[config.mk]
export PLATFORM = sky130hd
export DESIGN_NAME = mem_port_arbiter
export DESIGN_NICKNAME = d
export VERILOG_FILES = /design/src/rtl/mem_port_arbiter.sv
export SDC_FILE = /design/constraint.sdc
export NUM_CORES = 1
export LEC_CHECK = 0
export ABC_AREA = 1
export ABC_CLOCK_PERIOD_IN_PS = 8600
export BUFFER_PORTS_ARGS = -buffer_cell sky130_fd_sc_hd__buf_2
export CORE_AREA = 2 2 122 124
export CTS_CLUSTER_SIZE = 10
export DETAILED_ROUTE_END_ITERATION = 16
export DIE_AREA = 0 0 124 126
export GPL_TIMING_DRIVEN = 0
export PLACE_DENSITY = 0.75
export SLEW_MARGIN = 40
export SYNTH_ARGS = -nofsm -noshare
export SYNTH_HDL_FRONTEND = slang
export SYNTH_SLANG_ARGS = --single-unit
[constraint.sdc]
create_clock -name clk -period 8.6 [get_ports clk]
set_input_delay 1.72 -clock clk [delete_from_list [all_inputs] [get_ports clk]]
set_output_delay 1.72 -clock clk [all_outputs]
set_load 0.05 [all_outputs]
[src/rtl/mem_port_arbiter.sv]
// Arbitrates one single-port memory between the CPU fetch and data ports.
// Data has priority, but fetch is granted after MAX_STREAK back-to-back data grants.
module mem_port_arbiter #(
  parameter int MAX_STREAK = 4,
  parameter int TIMEOUT    = 16
) (
  input  logic        clk,
  input  logic        rst,
  input  logic        if_req,
  input  logic [31:0] if_addr,
  output logic [31:0] if_rdata,
  output logic        if_ack,
  input  logic        d_req,
  input  logic        d_we,
  input  logic [31:0] d_addr,
  input  logic [31:0] d_wdata,
  output logic [31:0] d_rdata,
  output logic        d_ack,
  output logic        mem_req,
  output logic        mem_we,
  output logic [31:0] mem_addr,
  output logic [31:0] mem_wdata,
  input  logic [31:0] mem_rdata,
  input  logic        mem_ready,
  output logic        err
);

  localparam int SW = $clog2(MAX_STREAK + 1);
  localparam int TW = (TIMEOUT > 1) ? $clog2(TIMEOUT) : 1;
  localparam logic [SW-1:0] STREAK_MAX = SW'(MAX_STREAK);
  localparam logic [TW-1:0] T_LAST = (TIMEOUT > 0) ? TW'(TIMEOUT - 1) : '0;

  typedef enum logic [1:0] {IDLE, BUSY_I, BUSY_D, DONE} state_t;

  // Handshake: a requester holds its req high until the 1-cycle ack; the memory
  // completes the access in the cycle mem_ready is high while mem_req is high.
  state_t        state, state_n;
  logic [SW-1:0] streak, streak_n;
  logic [TW-1:0] tcnt, tcnt_n;
  logic          mem_req_n, mem_we_n, if_ack_n, d_ack_n, err_n;
  logic [31:0]   mem_addr_n, mem_wdata_n, if_rdata_n, d_rdata_n;
  logic          pick_d, finish, timed_out;
  logic [31:0]   read_val;

  always_ff @(posedge clk or posedge rst) begin
    if (rst) begin
      state     <= IDLE;
      streak    <= '0;
      tcnt      <= '0;
      mem_req   <= 1'b0;
      mem_we    <= 1'b0;
      mem_addr  <= '0;
      mem_wdata <= '0;
      if_rdata  <= '0;
      d_rdata   <= '0;
      if_ack    <= 1'b0;
      d_ack     <= 1'b0;
      err       <= 1'b0;
    end else begin
      state     <= state_n;
      streak    <= streak_n;
      tcnt      <= tcnt_n;
      mem_req   <= mem_req_n;
      mem_we    <= mem_we_n;
      mem_addr  <= mem_addr_n;
      mem_wdata <= mem_wdata_n;
      if_rdata  <= if_rdata_n;
      d_rdata   <= d_rdata_n;
      if_ack    <= if_ack_n;
      d_ack     <= d_ack_n;
      err       <= err_n;
    end
  end

  always_comb begin
    state_n     = state;
    streak_n    = streak;
    tcnt_n      = tcnt;
    mem_req_n   = mem_req;
    mem_we_n    = mem_we;
    mem_addr_n  = mem_addr;
    mem_wdata_n = mem_wdata;
    if_rdata_n  = if_rdata;
    d_rdata_n   = d_rdata;
    if_ack_n    = 1'b0;
    d_ack_n     = 1'b0;
    err_n       = 1'b0;
    pick_d      = d_req && !(if_req && (streak == STREAK_MAX));
    timed_out   = (TIMEOUT != 0) && (tcnt == T_LAST);
    finish      = 1'b0;
    read_val    = mem_ready ? mem_rdata : 32'h0;

    case (state)
      IDLE: begin
        if (!if_req) streak_n = '0;
        if (pick_d) begin
          state_n     = BUSY_D;
          mem_req_n   = 1'b1;
          mem_we_n    = d_we;
          mem_addr_n  = d_addr;
          mem_wdata_n = d_wdata;
          tcnt_n      = '0;
          if (if_req && (streak != STREAK_MAX)) streak_n = streak + 1'b1;
        end else if (if_req) begin
          state_n     = BUSY_I;
          mem_req_n   = 1'b1;
          mem_we_n    = 1'b0;
          mem_addr_n  = if_addr;
          mem_wdata_n = '0;
          tcnt_n      = '0;
          streak_n    = '0;
        end
      end
      BUSY_I, BUSY_D: begin
        if (mem_ready || timed_out) begin
          finish    = 1'b1;
          state_n   = DONE;
          mem_req_n = 1'b0;
          err_n     = !mem_ready;
        end else if (TIMEOUT != 0) begin
          tcnt_n = tcnt + 1'b1;
        end
        // A timed-out read returns zero; writes never touch the read registers.
        if (finish && (state == BUSY_I)) begin
          if_ack_n   = 1'b1;
          if_rdata_n = read_val;
        end
        if (finish && (state == BUSY_D)) begin
          d_ack_n = 1'b1;
          if (!mem_we) d_rdata_n = read_val;
        end
      end
      DONE: begin
        state_n = IDLE;
      end
      default: begin
        state_n = IDLE;
      end
    endcase
  end

endmodule
==> flow_metrics.tcl <==
set metrics [dict create \
    critical_path.n_buffers_inverters 1 \
    synth.lib_cells_used.distinct 25 \
    buffer_ports.inserted 265 \
    timing.critical_path.from_type "flop" \
    n_fill_cell 1284 \
    die-height_um 126 \
    fin_tns_setup_ns 0 \
    synthDominantAreaCellType "sky130_fd_sc_hd__dfrtp_1" \
    global_route.usage.met2_pct 42.02 \
    comb_power_share_pct 52.5 \
    drt-wirelength-per-cell_um 15.67 \
    grt_first_pass_wirelength_mm 30.21 \
    hold_ws_ns 0.4742 \
    path_cells "buf_2" \
    h-tree-depth 4 \
    syn_to_layout_area_delta_pct 35.16 \
    wirelength_mm 19.42 \
    rsz_0062_raised_after_global_routing "no" \
    synthesis.nets 899 \
    report.power.total_mw 4.078 \
    die-width_um 124 \
    timing.hold.worst.class "flop to flop" \
    cts_max_path_buffers 2 \
    drc_errors 0 \
    worst-endpoint-arrival_ns 1.09 \
    cts.clk_slew.worst_paths_ns 0.06 \
    core_sq_um 14310 \
    final-max-slew-violation-count 0 \
    mostFrequentLayoutCell "sky130_fd_sc_hd__buf_2" \
    largest_fanout_on_the_critical_path 2 \
    multi_input_comb_area_sq_um 2332 \
    peakVddDrop_v 0.0003084 \
    power.sequential.fraction_pct 27.7 \
    edff_count_synth 0 \
    grt_antenna_before_repair 1 \
    postSynthAreaPerCell_sq_um 8.373 \
    track_usage_pct 24.98 \
    seq_area_frac_synth_pct 55.92 \
    p_int_mw 1.964 \
    ioPinCount 267 \
    ratio_of_cells_with_drive_above_1_in_the_final_layout_pct 32.13 \
    p_per_area_nw_per_um2 474.7 \
    p_clk_share_pct 19.8 \
    netSwitchingPower_mw 2.114 \
    tightestPinTransition_ns 0.5486 \
    postSynth.asyncResetShare_pct 100.0 \
    clock-skew-final_ns 0.008446 \
    worst_hold_depth 2 \
    placer_congestion_estimate 0.8360 \
    grt_util_met3_pct 7.790 \
    global_route_met1_usage_pct 30.37 \
    worst-r2r-cell-count 7 \
    dpl_cell_area_sq_um 7946 \
    crit_slowest_cell "sky130_fd_sc_hd__dfrtp_1" \
    finalWorstPathRequiredPeriod_ns 2.805 \
    criticalPathCategory "flop to primary output" \
    cts.repair.resized 0 \
    first_iter_violations 436 \
    initial_core_utilization_pct 44.40 \
    grt_start_max_net_pins 80 \
    worstSetupPathDepth 1 \
    report.final.setup_viol 0 \
    first_pass_iters 5 \
    nNetsFinal 1184 \
    tritoncts "yes" \
    globalRouteOverflowTotal 0 \
    end_kind "primary output" \
    finalHoldViolations 0 \
    synth.top_cell.area_share_pct 55.92 \
    cts-root-buf "sky130_fd_sc_hd__clkbuf_16" \
    n_antenna_cell 0 \
    upper_clock_frequency_limit_mhz 356.5 \
    grt_pass1_vias 6030 \
    worst_path_required_time_ns 6.88 \
    layout.cells.most_common_list "280 x sky130_fd_sc_hd__buf_2, 250 x sky130_fd_sc_hd__nand2_1, 142 x sky130_fd_sc_hd__dfrtp_1" \
    yosys_synthesis_warning_count 0 \
    dp_hpwl_mm 14.14 \
    synthesis.area_sq_um 6355 \
    cap_viol_max_count 0 \
    final_area_sq_um 8589 \
    cts_num_sinks 142 \
    critical-path-max-stage-delay_ns 0.36 \
    critical-path-top-delay-family "flip-flops" \
    cts_made_buffers 17 \
    busiest_layer "met2" \
    holdBufCountCts 0 \
    antenna_violating_nets_post_route 0 \
    sequential_cell_area_sq_um 3553 \
    rows 44 \
    synthCells 759 \
    detailroute.via_count 6298 \
    routed_via_density 5.083 \
    clock_latency_ns 0.42 \
    p_leak_nw 4.855 \
    synth_ff_type "sky130_fd_sc_hd__dfrtp_1" \
    switching_share_pct 51.84 \
    relSlewSlack_pct 63.42 \
    post_cts_buffers 0 \
    synth-seq-cells 142 \
    die_area_sq_um 15620 \
    ys_top_cells_by_area "sky130_fd_sc_hd__dfrtp_1 56%, sky130_fd_sc_hd__nand2_1 15%, sky130_fd_sc_hd__a21oi_1 5.2%" \
    run_status "finished clean" \
    post-route-period-util_pct 32.62 \
]
## logic make-up after synthesis
| group | synth area share [%] |
|---|---|
| compound gates | 11.24 |
| xor+xnor | 0.1378 |
| fa+ha+maj | 1.181 |
| buf+inv | 7.383 |
| flops | 55.92 |
| simple gates | 24.14 |
## metrics by stage
step | utilization (%) | instances | setup slack [ns]
global placement | 55.27 | 1208 | 1.313
detailed placement | 55.52 | 1209 | 5.658
CTS | 60.01 | 1239 | 5.776
global route | 60.01 | 1239 | 5.757
finish | 60.01 | 1239 | 5.795
floorplan | - | 759 | 3.070
## per-layer routing
metal  wire length, um  vias up
met5                13        -
met4               354        2
met3              1811       31
met2              9430      297
met1              7805     2938
li1                  -     3030
## synthesized netlist by cell type, types with 2 or more instances
cell,n
sky130_fd_sc_hd__o21ai_0,55
sky130_fd_sc_hd__nand4_1,36
sky130_fd_sc_hd__inv_2,2
sky130_fd_sc_hd__nand2_2,2
sky130_fd_sc_hd__o21ai_1,17
sky130_fd_sc_hd__buf_4,15
sky130_fd_sc_hd__clkbuf_1,21
sky130_fd_sc_hd__nand2_1,250
sky130_fd_sc_hd__ha_1,6
sky130_fd_sc_hd__buf_2,15
sky130_fd_sc_hd__dfrtp_1,142
sky130_fd_sc_hd__nand3_1,38
sky130_fd_sc_hd__nor2_1,35
sky130_fd_sc_hd__inv_1,46
sky130_fd_sc_hd__a21oi_1,66
sky130_fd_sc_hd__clkbuf_2,3
sky130_fd_sc_hd__nand3_2,2
## sequential cells by signal (all words and copies together), names as in the netlist
signal and cells:
d_rdata 32, if_rdata 32, mem_addr 32, mem_wdata 32, tcnt 4, streak 3
state 2, d_ack 1, err 1, if_ack 1, mem_req 1, mem_we 1
## area by class of cell
cell class | count | area share, %
Sequential cell | 142 | 41.37
Multi-Input combinational cell | 513 | 27.15
Timing Repair Buffer | 266 | 15.76
Clock buffer | 19 | 5.273
Buffer | 55 | 3.321
Tap cell | 184 | 2.680
Inverter | 49 | 2.229
Clock inverter | 11 | 2.214
## final timing paths
check                                endpoint          start  slack, ns
worst max-delay path            mem_wdata[27]  mem_wdata[27]       5.79
worst min-delay path              d_rdata[26]    d_rdata[26]       0.47
worst max register to register    d_rdata[10]       state[0]       6.83
worst min register to register    d_rdata[26]    d_rdata[26]       0.47
max in group asynchronous         mem_addr[5]            rst       6.52
min in group asynchronous         d_rdata[20]            rst       1.33
## power groups by stage
stage / sequential, mW / combinational (mW) / clock, mW
after detailed placement: 1.13 / 2.15 / 0
after floorplan: 2.10 / 0.616 / 0
after CTS: 1.13 / 2.15 / 0.818
after global routing: 1.16 / 2.30 / 0.844
after global placement: 1.13 / 2.12 / 0
final: 1.13 / 2.14 / 0.806
## worst register-to-register path, stage by stage (launching register included)
cell and delay [ns]:
sky130_fd_sc_hd__dfrtp_1 0.37, sky130_fd_sc_hd__inv_1 0.07, sky130_fd_sc_hd__ha_1 0.41, sky130_fd_sc_hd__inv_2 0.12, sky130_fd_sc_hd__a21oi_2 0.25, sky130_fd_sc_hd__buf_4 0.23, sky130_fd_sc_hd__nand4_1 0.14, sky130_fd_sc_hd__nand2_1 0.11
Power figures use the tool's default switching activity.
